## config.mk

```make
export PLATFORM = sky130hd
export DESIGN_NAME = nvram_upload
export DESIGN_NICKNAME = d
export VERILOG_FILES = /design/src/rtl/nvram_upload.sv
export SDC_FILE = /design/constraint.sdc
export NUM_CORES = 1
export LEC_CHECK = 0
export ABC_CLOCK_PERIOD_IN_PS = 5100
export CORE_UTILIZATION = 25
export DETAILED_ROUTE_END_ITERATION = 16
export HOLD_SLACK_MARGIN = 0.15
export PLACE_DENSITY = 0.49
export SYNTH_ARGS = -nofsm -noshare
export SYNTH_HDL_FRONTEND = slang
export SYNTH_SLANG_ARGS = --single-unit
```

## constraint.sdc

```tcl
create_clock -name clk_sys -period 5.1 [get_ports clk_sys]
set_clock_uncertainty 0.1 [all_clocks]
set_input_delay 0.765 -clock clk_sys [delete_from_list [all_inputs] [get_ports clk_sys]]
set_output_delay 0.765 -clock clk_sys [all_outputs]
set_load 0.01 [all_outputs]
```

## src/rtl/nvram_upload.sv

```systemverilog
// Streams a window of work RAM plus a trailing checksum byte to the HPS ioctl upload channel.
// RAM is fetched only in vblank; a one-byte prefetch buffer lets sequential reads return without a stall.
module nvram_upload #(
    parameter int          ADDR_W = 11,
    parameter logic [7:0]  INDEX  = 8'd4,
    parameter int          BASE   = 0
) (
    input  logic              clk_sys,
    input  logic              reset,
    input  logic              ioctl_upload,
    input  logic [7:0]        ioctl_index,
    input  logic              ioctl_rd,
    input  logic [24:0]       ioctl_addr,
    output logic [7:0]        ioctl_din,
    output logic              ioctl_wait,
    input  logic              vblank,
    output logic              ram_req,
    output logic [ADDR_W-1:0] ram_addr,
    input  logic [7:0]        ram_dout,
    input  logic              ram_ack
);

    localparam logic [24:0]       LEN    = 25'(2**ADDR_W);
    localparam logic [ADDR_W-1:0] BASE_A = ADDR_W'(BASE);

    typedef enum logic [1:0] {IDLE, WAIT_VB, REQ} state_t;

    state_t              state_q;
    logic                active_q, rd_q, ram_req_q, wait_q;
    logic                buf_vld_q, demand_q, redo_q, drop_q;
    logic [ADDR_W-1:0]   ram_addr_q, buf_addr_q, redo_addr_q;
    logic [7:0]          din_q, buf_data_q, sum_q;

    logic                active, rd_ok, is_data, is_csum, ack_hit, hit, rd_last, buf_last;
    logic [ADDR_W-1:0]   rd_idx, rd_next_d, buf_next_d;
    logic [7:0]          hit_dat;

    assign active     = ioctl_upload && (ioctl_index == INDEX);
    assign rd_ok      = active && active_q && ioctl_rd && !wait_q && !rd_q;
    assign is_data    = ioctl_addr < LEN;
    assign is_csum    = ioctl_addr == LEN;
    assign rd_idx     = ioctl_addr[ADDR_W-1:0];
    assign rd_next_d  = rd_idx + 1'b1;
    assign rd_last    = &rd_idx;
    assign buf_next_d = buf_addr_q + 1'b1;
    assign buf_last   = &buf_addr_q;
    // A prefetch landing in the same cycle as a read of its address is served straight from the bus.
    assign ack_hit    = (state_q == REQ) && ram_ack && !drop_q && (buf_addr_q == rd_idx);
    assign hit        = (buf_vld_q && (buf_addr_q == rd_idx)) || ack_hit;
    assign hit_dat    = ack_hit ? ram_dout : buf_data_q;

    always_ff @(posedge clk_sys) begin
        if (reset) begin
            state_q     <= IDLE;
            active_q    <= 1'b0;
            rd_q        <= 1'b0;
            ram_req_q   <= 1'b0;
            wait_q      <= 1'b0;
            buf_vld_q   <= 1'b0;
            demand_q    <= 1'b0;
            redo_q      <= 1'b0;
            drop_q      <= 1'b0;
            ram_addr_q  <= '0;
            buf_addr_q  <= '0;
            redo_addr_q <= '0;
            din_q       <= 8'h00;
            buf_data_q  <= 8'h00;
            sum_q       <= 8'h00;
        end else begin
            active_q <= active;
            rd_q     <= ioctl_rd;
            if (active && !active_q) begin
                sum_q     <= 8'h00;
                buf_vld_q <= 1'b0;
            end

            case (state_q)
                IDLE: ;
                WAIT_VB: begin
                    if (!active) begin
                        state_q <= IDLE;
                    end else if (vblank) begin
                        state_q   <= REQ;
                        ram_req_q <= 1'b1;
                    end
                end
                REQ: begin
                    if (ram_ack) begin
                        ram_req_q <= 1'b0;
                        state_q   <= IDLE;
                        drop_q    <= 1'b0;
                        if (active && redo_q) begin
                            redo_q     <= 1'b0;
                            demand_q   <= 1'b1;
                            state_q    <= WAIT_VB;
                            buf_addr_q <= redo_addr_q;
                            ram_addr_q <= BASE_A + redo_addr_q;
                        end else if (active && !drop_q) begin
                            buf_data_q <= ram_dout;
                            buf_vld_q  <= 1'b1;
                            if (demand_q) begin
                                demand_q <= 1'b0;
                                wait_q   <= 1'b0;
                                din_q    <= ram_dout;
                                sum_q    <= sum_q + ram_dout;
                                if (!buf_last) begin
                                    state_q    <= WAIT_VB;
                                    buf_addr_q <= buf_next_d;
                                    ram_addr_q <= BASE_A + buf_next_d;
                                    buf_vld_q  <= 1'b0;
                                end
                            end
                        end
                    end
                end
                default: state_q <= IDLE;
            endcase

            if (!active) begin
                // The arbiter handshake is never broken; an in-flight result is just thrown away.
                wait_q   <= 1'b0;
                demand_q <= 1'b0;
                redo_q   <= 1'b0;
                drop_q   <= (state_q == REQ) && !ram_ack;
            end else if (rd_ok) begin
                if (!is_data) begin
                    din_q <= is_csum ? (8'h00 - sum_q) : 8'hFF;
                end else if (hit) begin
                    din_q <= hit_dat;
                    sum_q <= sum_q + hit_dat;
                    if (!rd_last) begin
                        state_q    <= WAIT_VB;
                        ram_req_q  <= 1'b0;
                        demand_q   <= 1'b0;
                        buf_addr_q <= rd_next_d;
                        ram_addr_q <= BASE_A + rd_next_d;
                        buf_vld_q  <= 1'b0;
                    end
                end else begin
                    wait_q <= 1'b1;
                    if (state_q == REQ && !ram_ack) begin
                        if (buf_addr_q == rd_idx && !drop_q) begin
                            demand_q <= 1'b1;
                        end else begin
                            redo_q      <= 1'b1;
                            redo_addr_q <= rd_idx;
                        end
                    end else if (state_q == WAIT_VB) begin
                        demand_q   <= 1'b1;
                        buf_addr_q <= rd_idx;
                        ram_addr_q <= BASE_A + rd_idx;
                    end else begin
                        state_q    <= WAIT_VB;
                        ram_req_q  <= 1'b0;
                        demand_q   <= 1'b1;
                        buf_addr_q <= rd_idx;
                        ram_addr_q <= BASE_A + rd_idx;
                        buf_vld_q  <= 1'b0;
                    end
                end
            end
        end
    end

    assign ioctl_din  = din_q;
    assign ioctl_wait = wait_q;
    assign ram_req    = ram_req_q;
    assign ram_addr   = ram_addr_q;

endmodule

```

Yosys cells after proc, flatten, opt, wreduce, memory -nomap -nowiden

Cells that the tools add are included.

Register bits: 67
Output and inout port bits: 21
Word-level logic and storage cells: 173

$add $sub $neg: 5
Order comparisons: 1
Equality and inequality tests: 7
Mux-type cells: 114
Bitwise gates (word level): 4
Reductions and logical operators: 27

Operators with widths:

| cell                                                          | number |
|---|---|
| two-way mux 11 bit                                            | 24 |
| two-way mux 8 bit                                             | 21 |
| two-way mux 1 bit                                             | 57 |
| equality test 25 x 12 -> 1 bit (second input constant)        | 1 |
| less-than comparator 25 x 12 -> 1 bit (second input constant) | 1 |
| adder 11 x 1 -> 11 bit (second input constant)                | 2 |
| AND reduction 11 bit                                          | 2 |
| two-way mux 2 bit                                             | 10 |
| adder 8 bit                                                   | 2 |
| logical AND 1 bit                                             | 14 |
| equality test 11 bit                                          | 1 |
| equality test 8 x 3 -> 1 bit (second input constant)          | 1 |
| subtractor 1 x 8 -> 8 bit (first input constant)              | 1 |
| case mux 2 bit (3 select lines)                               | 1 |
| AND reduction 6 bit                                           | 1 |
| logical NOT 1 bit                                             | 5 |
| NOT 1 bit                                                     | 4 |
| AND reduction 4 bit                                           | 1 |
| equality test 2 x 1 -> 1 bit (second input constant)          | 1 |
| equality test 2 bit (second input constant)                   | 1 |
| logical NOT 2 bit                                             | 1 |
| != test 2 x 1 -> 1 bit (second input constant)                | 1 |
| != test 2 bit (second input constant)                         | 1 |
| case mux 1 bit (2 select lines)                               | 1 |
| other kinds (3)                                               | 3 |

Logic depth before layout (Yosys ltp)

Gate-level depths: netlist (run 1).

Word-level depth: 14
Depth in mapped cells: 15

Least setup slack after synthesis (run 1)

No wires, ideal clock.

Kind: input to register
From: input ioctl_addr[8]
To: register sum_q[6]
Arrival: 3.715 ns
Setup slack: 1.189 ns
Stages on the path: 13
Path buffers: 1
Cell sequence: clkbuf_1 -> xnor2_1 -> nand4_1 -> nor4_4 -> mux2_2 -> ha_1 -> fa_1 -> a21o_1 -> a21oi_1 -> o21bai_1 -> a21oi_1 -> xor2_1 -> a221oi_1

Cells in the longest elaborated chain, start to end: 8

RTL lines:

| element               | RTL line | RTL |
|---|---|---|
| from (decl)           | 13       | `input logic [24:0] ioctl_addr,` |
| equality test 11 bit  | 48, 49   |  |
| logical AND 1 bit     | 48       | `assign ack_hit = (state_q == REQ) && ram_ack && !drop_q && (buf_addr_q == rd_idx);` |
| two-way mux 8 bit     | 50       | `assign hit_dat = ack_hit ? ram_dout : buf_data_q;` |
| adder 8 bit           | 130      | `sum_q <= sum_q + hit_dat;` |
| two-way mux 8 bit     | 128      | `end else if (hit) begin` |
| two-way mux 8 bit (*) | 126      | `if (!is_data) begin` |
| two-way mux 8 bit (*) | 125      | `end else if (rd_ok) begin` |
| two-way mux 8 bit (*) | 119      | `if (!active) begin` |
| to (signal assigned)  | 105      | `sum_q <= sum_q + ram_dout;` |
| to (signal assigned)  | 130      |  |
| to (decl)             | 32       | `logic [7:0] din_q, buf_data_q, sum_q;` |

Every way passes the cells marked *; elsewhere a longest branch is shown, timed or not.
A chain may end at the register's enable or synchronous reset.

Worst setup path after layout (run 1)

From: input ioctl_addr[2]
To: register sum_q[6]

Same word-level chain as after synthesis.

==> flow_metrics.tcl, run 1 <==
set metrics [dict create \
    ios 68 \
    antenna_found_initial 0 \
    slew_headroom 0.418 \
    antennaDiodeCount 0 \
    period_share 0.823 \
    synth_top_family_by_area "simple AND/OR/NAND/NOR gates" \
    cts_setup_buffers 0 \
    dr.pass1.iters 5 \
    clockRootBuffer "clkbuf_16" \
    status "complete, no violations" \
    yosys.area_share.adder 0.0684 \
    vias 4642 \
    synth_compound_area_frac 0.201 \
    worst_setup_path_start_kind "input pin" \
    fin_area_um2 5960 \
    yosys.area_share.simple 0.262 \
    whs_ns 0.397 \
    required_ns 5.24 \
    grt_pass1_wl_um 26000 \
    synth_nets 668 \
    post_dp_cell_area_um2 5660 \
    portBuffers 67 \
    synthMuxAreaShare 0.0750 \
    fin_crit_ns 4.20 \
    wl_per_cell_um 18.1 \
    setup_tns_ns 0 \
    reg2reg_from "buf_addr_q[2]" \
    dp_slack_ns 0.575 \
    die_x_um 140 \
    clkTransAtPathRegs_ns 0.05 \
    place_congestion 0.881 \
    ys_seq_elements 67 \
    drc 0 \
    clockBufferDepth 2 \
    first_global_vias 4707 \
    worstHoldStart "buf_data_q[4]" \
    rows 50 \
    start_util 0.255 \
    numCtsBuffers 9 \
    dpl.hpwl_um 12100 \
    total_power_mw 1.25 \
    cp.arrival_ns 4.34 \
    worst_slack_ns 0.905 \
    drt_iter0_drc 263 \
    end_kind "flop" \
    synth.avg_cell_area_um2 8.04 \
    dp.cells 872 \
    stdcell_count 887 \
    max_freq_mhz 238 \
    syn_area_um2 4790 \
    grt_max_degree 50 \
    yosys_warnings 0 \
    finalHoldViolCount 0 \
    vias_per_cell 5.23 \
    netlist_instances 596 \
    ys.flop_type "dfxtp_1" \
    cts_resized 0 \
    critical_path_class "in2reg" \
    maxSlewViolCount 0 \
    fp.dieH_um 140 \
    ir_worst_vdd_mv 0.145 \
    wl_um 16100 \
    finalCoreUtilization 0.317 \
    finalSetupViolCount 0 \
    async_reset_ff_frac 0 \
    syn_to_final_growth_pct 24.3 \
    drv_cap 0 \
    synth-xor-area-share 0.0658 \
    nets 721 \
    dieArea_um2 19700 \
    crit_fanout 7 \
    core_um2 18800 \
    synth-seq-area-share 0.280 \
    grt.overflow.total 0 \
    synth_edf_count 0 \
    crit_start "ioctl_addr[2]" \
    htreeDepth 3 \
    p_leak_nw 2.50 \
    clock_latency_ns 0.34 \
    drive_above_1_share 0.0750 \
    hold_buffers 0 \
    cts_num_sinks 67 \
    hp-class "reg2reg" \
    grt_usage 0.171 \
    cts_tree "built" \
    drtAntennaViolNets 0 \
    rsz0062_at_grt "false" \
    cellPowerDensity_nw_per_um2 209 \
    synth.distinct_cells 71 \
    tightest_slew_ns 0.872 \
]
[cell families (layout without fill, tap and decap cells)]
family	count (synthesis)	after routing
AND/OR/NAND/NOR	234	234
flip-flops	67	67
multiplexers	35	35
adder cells (fa/ha/maj)	25	25
buffers and inverters	53	110
XOR/XNOR	36	36
AO/OA/AOI/OAI	146	146
[layout by cell type, fill, tap and decap left out, types with 14 or more instances in the layout]
cell / instances
xnor2_1: 22
nor3_1: 23
ha_1: 23
nand2_1: 50
mux2i_1: 28
inv_1: 18
nor2_1: 71
a211oi_1: 14
xor2_1: 14
clkdlybuf4s50_1: 66
o21ai_0: 24
nand3_1: 15
dfxtp_1: 67
a21oi_1: 36
[layer usage]
metal	share of wire	vias up	GRT usage
met3	0.040	18	0.0397
met2	0.49	81	0.295
met5	0	-	0
met4	0.012	0	0.0503
li1	-	2278	-
met1	0.46	2265	0.210
[report_power, final]
group          leakage [nW]  switching, mW  internal [mW]
clock                 0.151          0.235          0.392
sequential            0.540       0.000115          0.524
combinational          1.81         0.0479         0.0472
total                  2.50          0.283          0.963
[final timing paths]
path / to / slack, ns / cells past startpoint
worst min register to register: buf_data_q[4] / 0.40 / 2
worst min-delay path: buf_data_q[4] / 0.40 / 2
worst max-delay path: sum_q[6] / 0.90 / 13
worst max register to register: sum_q[6] / 1.44 / 12
[area by class of cell]
cell class | count | area (um^2)
well taps | 234 | 293
multi-input cells | 476 | 3220
clock inverters | 1 | 5.00
fillers | 2000 | 12800
flip-flops and latches | 67 | 1340
inverters | 19 | 71.3
repair buffers | 76 | 733
clock buffers | 14 | 294
[synthesized netlist by cell type (3+ instances only)]
| cell type | number | share of area |
|---|---|---|
| nand3b_1 | 6 | 0.0094 |
| a211o_1 | 4 | 0.0073 |
| nor4_1 | 7 | 0.0091 |
| a31oi_1 | 8 | 0.010 |
| a21boi_0 | 3 | 0.0047 |
| xor2_1 | 14 | 0.026 |
| o21bai_1 | 3 | 0.0047 |
| o21ai_1 | 4 | 0.0042 |
| or4_1 | 4 | 0.0063 |
| and2_1 | 4 | 0.0052 |
| nand3_1 | 15 | 0.016 |
| nor2b_1 | 3 | 0.0039 |
| buf_2 | 10 | 0.010 |
| dfxtp_1 | 67 | 0.28 |
| or2_1 | 3 | 0.0039 |
| nor3_1 | 23 | 0.024 |
| ha_1 | 23 | 0.060 |
| buf_4 | 3 | 0.0047 |
| a21o_1 | 11 | 0.017 |
| o211ai_1 | 7 | 0.011 |
| xnor2_1 | 22 | 0.040 |
| and4_1 | 4 | 0.0073 |
| a21oi_1 | 36 | 0.038 |
| and3_1 | 9 | 0.012 |
| nand4_1 | 8 | 0.010 |
| o21ai_0 | 24 | 0.025 |
| inv_1 | 18 | 0.014 |
| clkbuf_1 | 17 | 0.013 |
| nor2_1 | 71 | 0.056 |
| o22ai_1 | 4 | 0.0052 |
| mux2_2 | 7 | 0.016 |
| or3_1 | 5 | 0.0065 |
| a221oi_1 | 4 | 0.0073 |
| mux2i_1 | 28 | 0.059 |
| nand2_1 | 50 | 0.039 |
| nor3b_1 | 3 | 0.0047 |
| a211oi_1 | 14 | 0.022 |
| o31ai_1 | 4 | 0.0063 |
[registers in the layout, indices dropped and copies added, names as in the netlist]
register	cells
rd_q	1
sum_q	8
ioctl_wait	1
buf_data_q	8
drop_q	1
demand_q	1
ioctl_din	8
state_q	2
redo_q	1
buf_addr_q	11
redo_addr_q	11
buf_vld_q	1
ram_addr	11
ram_req	1
active_q	1
[critical path, stage by stage]
cell and delay [ns]:
clkdlybuf4s50_1 0.58, xnor2_1 0.29, nand4_1 0.21, nor4_4 0.44, mux2_2 0.39, ha_1 0.21, fa_1 0.41, a21o_1 0.17
a21oi_1 0.22, o21bai_1 0.09, a21oi_1 0.18, xor2_1 0.09, a221oi_1 0.30
(Power assumes the default switching activity.)
==> run 2, diff against run 1 <==
--- a/config.mk
+++ b/config.mk
@@ -5,7 +5,7 @@
 export SDC_FILE = /design/constraint.sdc
 export NUM_CORES = 1
 export LEC_CHECK = 0
-export ABC_CLOCK_PERIOD_IN_PS = 5100
+export ABC_CLOCK_PERIOD_IN_PS = 4000
 export CORE_UTILIZATION = 25
 export DETAILED_ROUTE_END_ITERATION = 16
 export HOLD_SLACK_MARGIN = 0.15
==> constraint.sdc (replaced) <==
create_clock -name clk_sys -period 4 [get_ports clk_sys]
set_clock_uncertainty 0.1 [all_clocks]
set_input_delay 0.6 -clock clk_sys [delete_from_list [all_inputs] [get_ports clk_sys]]
set_output_delay 0.6 -clock clk_sys [all_outputs]
set_load 0.01 [all_outputs]
==> run 2 against run 1 <==
- clock-buffer cell count did not move
- worst hold slack better by 0.0033 ns
- via count rose by 2.6%
- utilization rose by 0.99 points
- first-iteration DRC count increased by 31%
- sequential power up 27%
- total power up 29%
- register-to-register slack got worse by 0.98 ns
- die area stayed put
- critical path depth unchanged
- routed wire length rose by 0.27%
- critical path type unchanged
==> flow_metrics.tcl, run 2 (synthesis results as in run 1) <==
set metrics [dict create \
    nets 745 \
    dp_slack_ns -0.248 \
    dpl.hpwl_um 12400 \
    period_share 0.956 \
    grt_pass1_wl_um 25700 \
    crit_top_cell "a21oi_1" \
    total_power_mw 1.61 \
    syn_to_final_growth_pct 28.2 \
    hold_buffers 0 \
    layout_commonest_cell "nor2_1" \
    portBuffers 67 \
    ios 68 \
    critical_path_class "in2reg" \
    p_leak_nw 2.62 \
    cts_tree "built" \
    start_util 0.255 \
    maxSlewViolCount 0 \
    grt_max_degree 33 \
    worst_setup_path_start_kind "input pin" \
    place_congestion 0.854 \
    slew_headroom 0.485 \
    cp.arrival_ns 3.97 \
    end_kind "flop" \
    worstPathCellList "clkdlybuf4s50_1 > xnor2_1 > nand3_1 > nor4_4 > mux2_2 > ha_1 > fa_1 > a21o_1 > a21oi_1 > o21bai_1 > a21oi_1 > xor2_1 > a221oi_1" \
    dr.pass1.iters 5 \
    fin_crit_ns 3.83 \
    core_um2 18800 \
    clockRootBuffer "clkbuf_16" \
    final_cell_mix "nor2_1, dfxtp_1, clkdlybuf4s50_1" \
    cellPowerDensity_nw_per_um2 261 \
    grt.overflow.total 0 \
    die_x_um 140 \
    drc 0 \
    stdcell_count 912 \
    rsz0062_at_grt "false" \
    hp-class "reg2reg" \
    worst_slack_ns 0.174 \
    cp_slowest_cell "clkdlybuf4s50_1" \
    wl_per_cell_um 17.7 \
    antenna_found_initial 0 \
    tightest_slew_ns 0.773 \
    vias 4763 \
    drv_cap 0 \
    holdPathStages 2 \
    clkTransAtPathRegs_ns 0.05 \
    drt_iter0_drc 345 \
    grt_usage 0.170 \
    required_ns 4.15 \
    clockBufferDepth 2 \
    dp.cells 896 \
    status "complete, no violations" \
    crit_fanout 4 \
    finalSetupViolCount 0 \
    vias_per_cell 5.22 \
    first_global_vias 4712 \
    dieArea_um2 19700 \
    fp.dieH_um 140 \
    fin_area_um2 6140 \
    post_dp_cell_area_um2 5840 \
    wl_um 16100 \
    reg2regPathDepth 14 \
    finalHoldViolCount 0 \
    ir_worst_vdd_mv 0.185 \
    htreeDepth 3 \
    cp_slowest_stage_delay_ns 0.45 \
    clock_latency_ns 0.35 \
    drive_above_1_share 0.106 \
    numCtsBuffers 9 \
    max_freq_mhz 261 \
    rows 50 \
    drtAntennaViolNets 0 \
    cts_num_sinks 67 \
    antennaDiodeCount 0 \
    finalCoreUtilization 0.327 \
]
## run 2: cell types whose count changed in the layout (fill, tap and decap cells not counted)
cell       change
buf_4         +24
clkbuf_1       +4
clkbuf_8       -4
bufinv_16      +1
o41ai_1        -1
o41ai_2        +1
xnor2_1        -1
xnor2_2        +1
## run 2: area by class of cell
type	instances	area [um^2]
clock inverters	2	35.0
flip-flops and latches	67	1340
clock buffers	14	254
multi-input cells	476	3230
well taps	234	293
inverters	19	71.3
fillers	1991	12600
repair buffers	100	913
## run 2: layer usage
layer,part of all wire,track usage,up-vias,wire length [um]
li1,-,-,2335,-
met1,0.44,0.208,2282,7150
met2,0.49,0.293,120,7870
met3,0.048,0.0376,26,774
met4,0.021,0.0584,0,337
met5,0,0,-,0
## run 2: metrics by stage
stage	hold slack (ns)	setup TNS, ns
after CTS	0.403	0
after global routing	0.428	0
after detailed placement	0.388	-0.551
after global placement	0.379	-0.485
after floorplan	0.350	0
final	0.401	0
## run 2: where the power goes
| part | total (mW) | switching, mW | internal [mW] | leakage [nW] |
|---|---|---|---|---|
| Combinational | 0.130 | 0.0642 | 0.0661 | 1.94 |
| Sequential | 0.668 | 0.000136 | 0.668 | 0.540 |
| Clock | 0.807 | 0.307 | 0.500 | 0.141 |
| Total | 1.60 | 0.371 | 1.23 | 2.62 |
## run 2: what timing repair did
item                                    4_1_cts  5_1_grt
endpoints found under the setup margin        0        3
gates resized for setup                       0        2
buffers inserted                              0        0
## run 2: worst paths after layout
path                  from            end  slack, ns
max          ioctl_addr[0]       sum_q[6]       0.17
min          buf_data_q[5]  buf_data_q[5]       0.40
max reg2reg     state_q[0]       sum_q[6]       0.46
min reg2reg  buf_data_q[5]  buf_data_q[5]       0.40
## run 2: critical path: cells and delay by family
family / cells / cell delay (ns)
compound gates: 5 / 0.90
simple gates: 2 / 0.61
fa+ha+maj: 2 / 0.60
buf+inv: 1 / 0.45
xor+xnor: 2 / 0.41
mux: 1 / 0.40
==> run 3, diff against run 2 <==
--- a/config.mk
+++ b/config.mk
@@ -7,6 +7,8 @@
 export LEC_CHECK = 0
 export ABC_CLOCK_PERIOD_IN_PS = 4000
 export CORE_UTILIZATION = 25
+export CTS_BUF_LIST = sky130_fd_sc_hd__clkbuf_16
+export CTS_CLUSTER_DIAMETER = 40
 export DETAILED_ROUTE_END_ITERATION = 16
 export HOLD_SLACK_MARGIN = 0.15
 export PLACE_DENSITY = 0.49
==> constraint.sdc (replaced) <==
create_clock -name clk_sys -period 4 [get_ports clk_sys]
set_clock_uncertainty 0.1 [all_clocks]
set_input_delay 0.6 -clock clk_sys [delete_from_list [all_inputs] [get_ports clk_sys]]
set_output_delay 0.6 -clock clk_sys [all_outputs]
set_load 0.02 [all_outputs]
==> run 3 against run 2 <==
- sequential cell count is the same
- design area shrank 0.16%
- non-clock buffer count is the same
- combinational power is essentially flat
- sequential power is essentially flat
- critical path type unchanged
- register-to-register slack is essentially flat
- worst hold slack is essentially flat
- sequential share of layout area is essentially flat
- fmax is essentially flat
- first-iteration DRC count shrank 1.4%
- utilization shrank 0.053 points
- largest cell class unchanged
- highest routed layer unchanged
==> flow_metrics.tcl, run 3 (synthesis results as in run 1) <==
set metrics [dict create \
    reg2regPathDepth 14 \
    min_to "buf_data_q[5]" \
    clockBufferDepth 2 \
    cp.arrival_ns 3.97 \
    final_cell_mix "nor2_1, dfxtp_1, clkdlybuf4s50_1" \
    syn_to_final_growth_pct 28.0 \
    die_x_um 140 \
    vias 4763 \
    wl_met2_um 7890 \
    clockRootBuffer "clkbuf_16" \
    place_congestion 0.854 \
    drt_iter0_drc 340 \
    cts_resized 0 \
    drt-met1-wl_um 7200 \
    htreeDepth 3 \
    met3_length_um 700 \
    cts_num_sinks 67 \
    grt_max_degree 33 \
    rows 50 \
    crit_fanout 4 \
    hold_buffers 0 \
    core_um2 18800 \
    vias_per_cell 5.22 \
    first_global_vias 4712 \
    grt_usage 0.170 \
    hp-class "reg2reg" \
    dieArea_um2 19700 \
    finalSetupViolCount 0 \
    worstHoldStart "buf_data_q[5]" \
    drc 0 \
    holdPathStages 2 \
    end_kind "flop" \
    grt_pass1_wl_um 25700 \
    finalHoldViolCount 0 \
    r2r_slack_ns 0.45 \
    cts_setup_buffers 0 \
    required_ns 4.15 \
    dpl.hpwl_um 12400 \
    max_freq_mhz 261 \
    clock_latency_ns 0.35 \
    rsz0062_at_grt "false" \
    nets 745 \
    start_util 0.255 \
    dp_slack_ns -0.248 \
    fin_area_um2 6130 \
    drtAntennaViolNets 0 \
    ir_worst_vdd_mv 0.185 \
    critical_path_class "in2reg" \
    fp.dieH_um 140 \
    maxSlewViolCount 0 \
    period_share 0.956 \
    slew_headroom 0.482 \
    cts_tree "built" \
    status "complete, no violations" \
    tightest_slew_ns 0.777 \
    drv_cap 0 \
    worst_slack_ns 0.175 \
    grt.overflow.total 0 \
    clkTransAtPathRegs_ns 0.05 \
    fin_crit_ns 3.82 \
    p_leak_nw 2.63 \
    numCtsBuffers 9 \
    cellPowerDensity_nw_per_um2 257 \
    antenna_found_initial 0 \
    worst_setup_path_start_kind "input pin" \
    layout_commonest_cell "nor2_1" \
    highest_layer "met4" \
    antennaDiodeCount 0 \
    wl_per_cell_um 17.7 \
    drive_above_1_share 0.105 \
    reg2reg_from "state_q[0]" \
    ios 68 \
    wl_um 16100 \
    fill_cells 1992 \
    portBuffers 67 \
    timing.rr.end "sum_q[6]" \
    post_dp_cell_area_um2 5840 \
    dr.pass1.iters 4 \
]
## run 3: changes by cell type in the layout (fill, tap and decap cells not counted), sizes merged
cell / delta
clkbuf: -5
inv: +4
clkinv: +1
## run 3: stage by stage
stage	hold WS (ns)	utilization	std cells	TNS, ns	power [mW]
after floorplan	0.350	-	596	0	0.734
after global placement	0.379	0.311	896	-0.485	0.812
after detailed placement	0.388	0.311	896	-0.551	0.812
after CTS	0.403	0.326	912	0	1.59
after global routing	0.428	0.327	912	0	1.63
final	0.401	0.327	912	0	1.58
## run 3: metal layers
layer / GRT usage / vias to the layer above
met3: 0.0376 / 28
li1: - / 2328
met5: 0 / -
met4: 0.0584 / 0
met2: 0.293 / 117
met1: 0.208 / 2290
## run 3: layout make-up
type / count / area, um^2 / share of cell area
multi-input cells: 476 / 3230 / 0.527
clock inverters: 7 / 53.8 / 0.00878
clock buffers: 9 / 225 / 0.0367
well taps: 234 / 293 / 0.0478
repair buffers: 100 / 913 / 0.149
inverters: 19 / 71.3 / 0.0116
flip-flops and latches: 67 / 1340 / 0.219
## run 3: worst max-delay path by stage
stage               slack [ns]        to     startpoint
detailed placement       -0.25  sum_q[7]  ioctl_addr[1]
global placement         -0.21  sum_q[6]  ioctl_addr[1]
CTS                       0.09  sum_q[7]  ioctl_addr[2]
global route              0.01  sum_q[6]  ioctl_addr[9]
floorplan                 0.25  sum_q[6]  ioctl_addr[8]
finish                    0.18  sum_q[6]  ioctl_addr[0]
## run 3: critical path, stage by stage
cell	delay, ns
clkdlybuf4s50_1	0.45
xnor2_1	0.33
nand3_1	0.19
nor4_4	0.41
mux2_2	0.40
ha_1	0.21
fa_1	0.39
a21o_1	0.17
a21oi_1	0.19
o21bai_1	0.10
a21oi_1	0.17
xor2_1	0.08
a221oi_1	0.27
## run 3: power breakdown
group | internal [mW] | total (mW) | switching (mW)
Sequential | 0.668 | 0.668 | 0.000136
Clock | 0.470 | 0.777 | 0.307
Combinational | 0.0661 | 0.130 | 0.0640
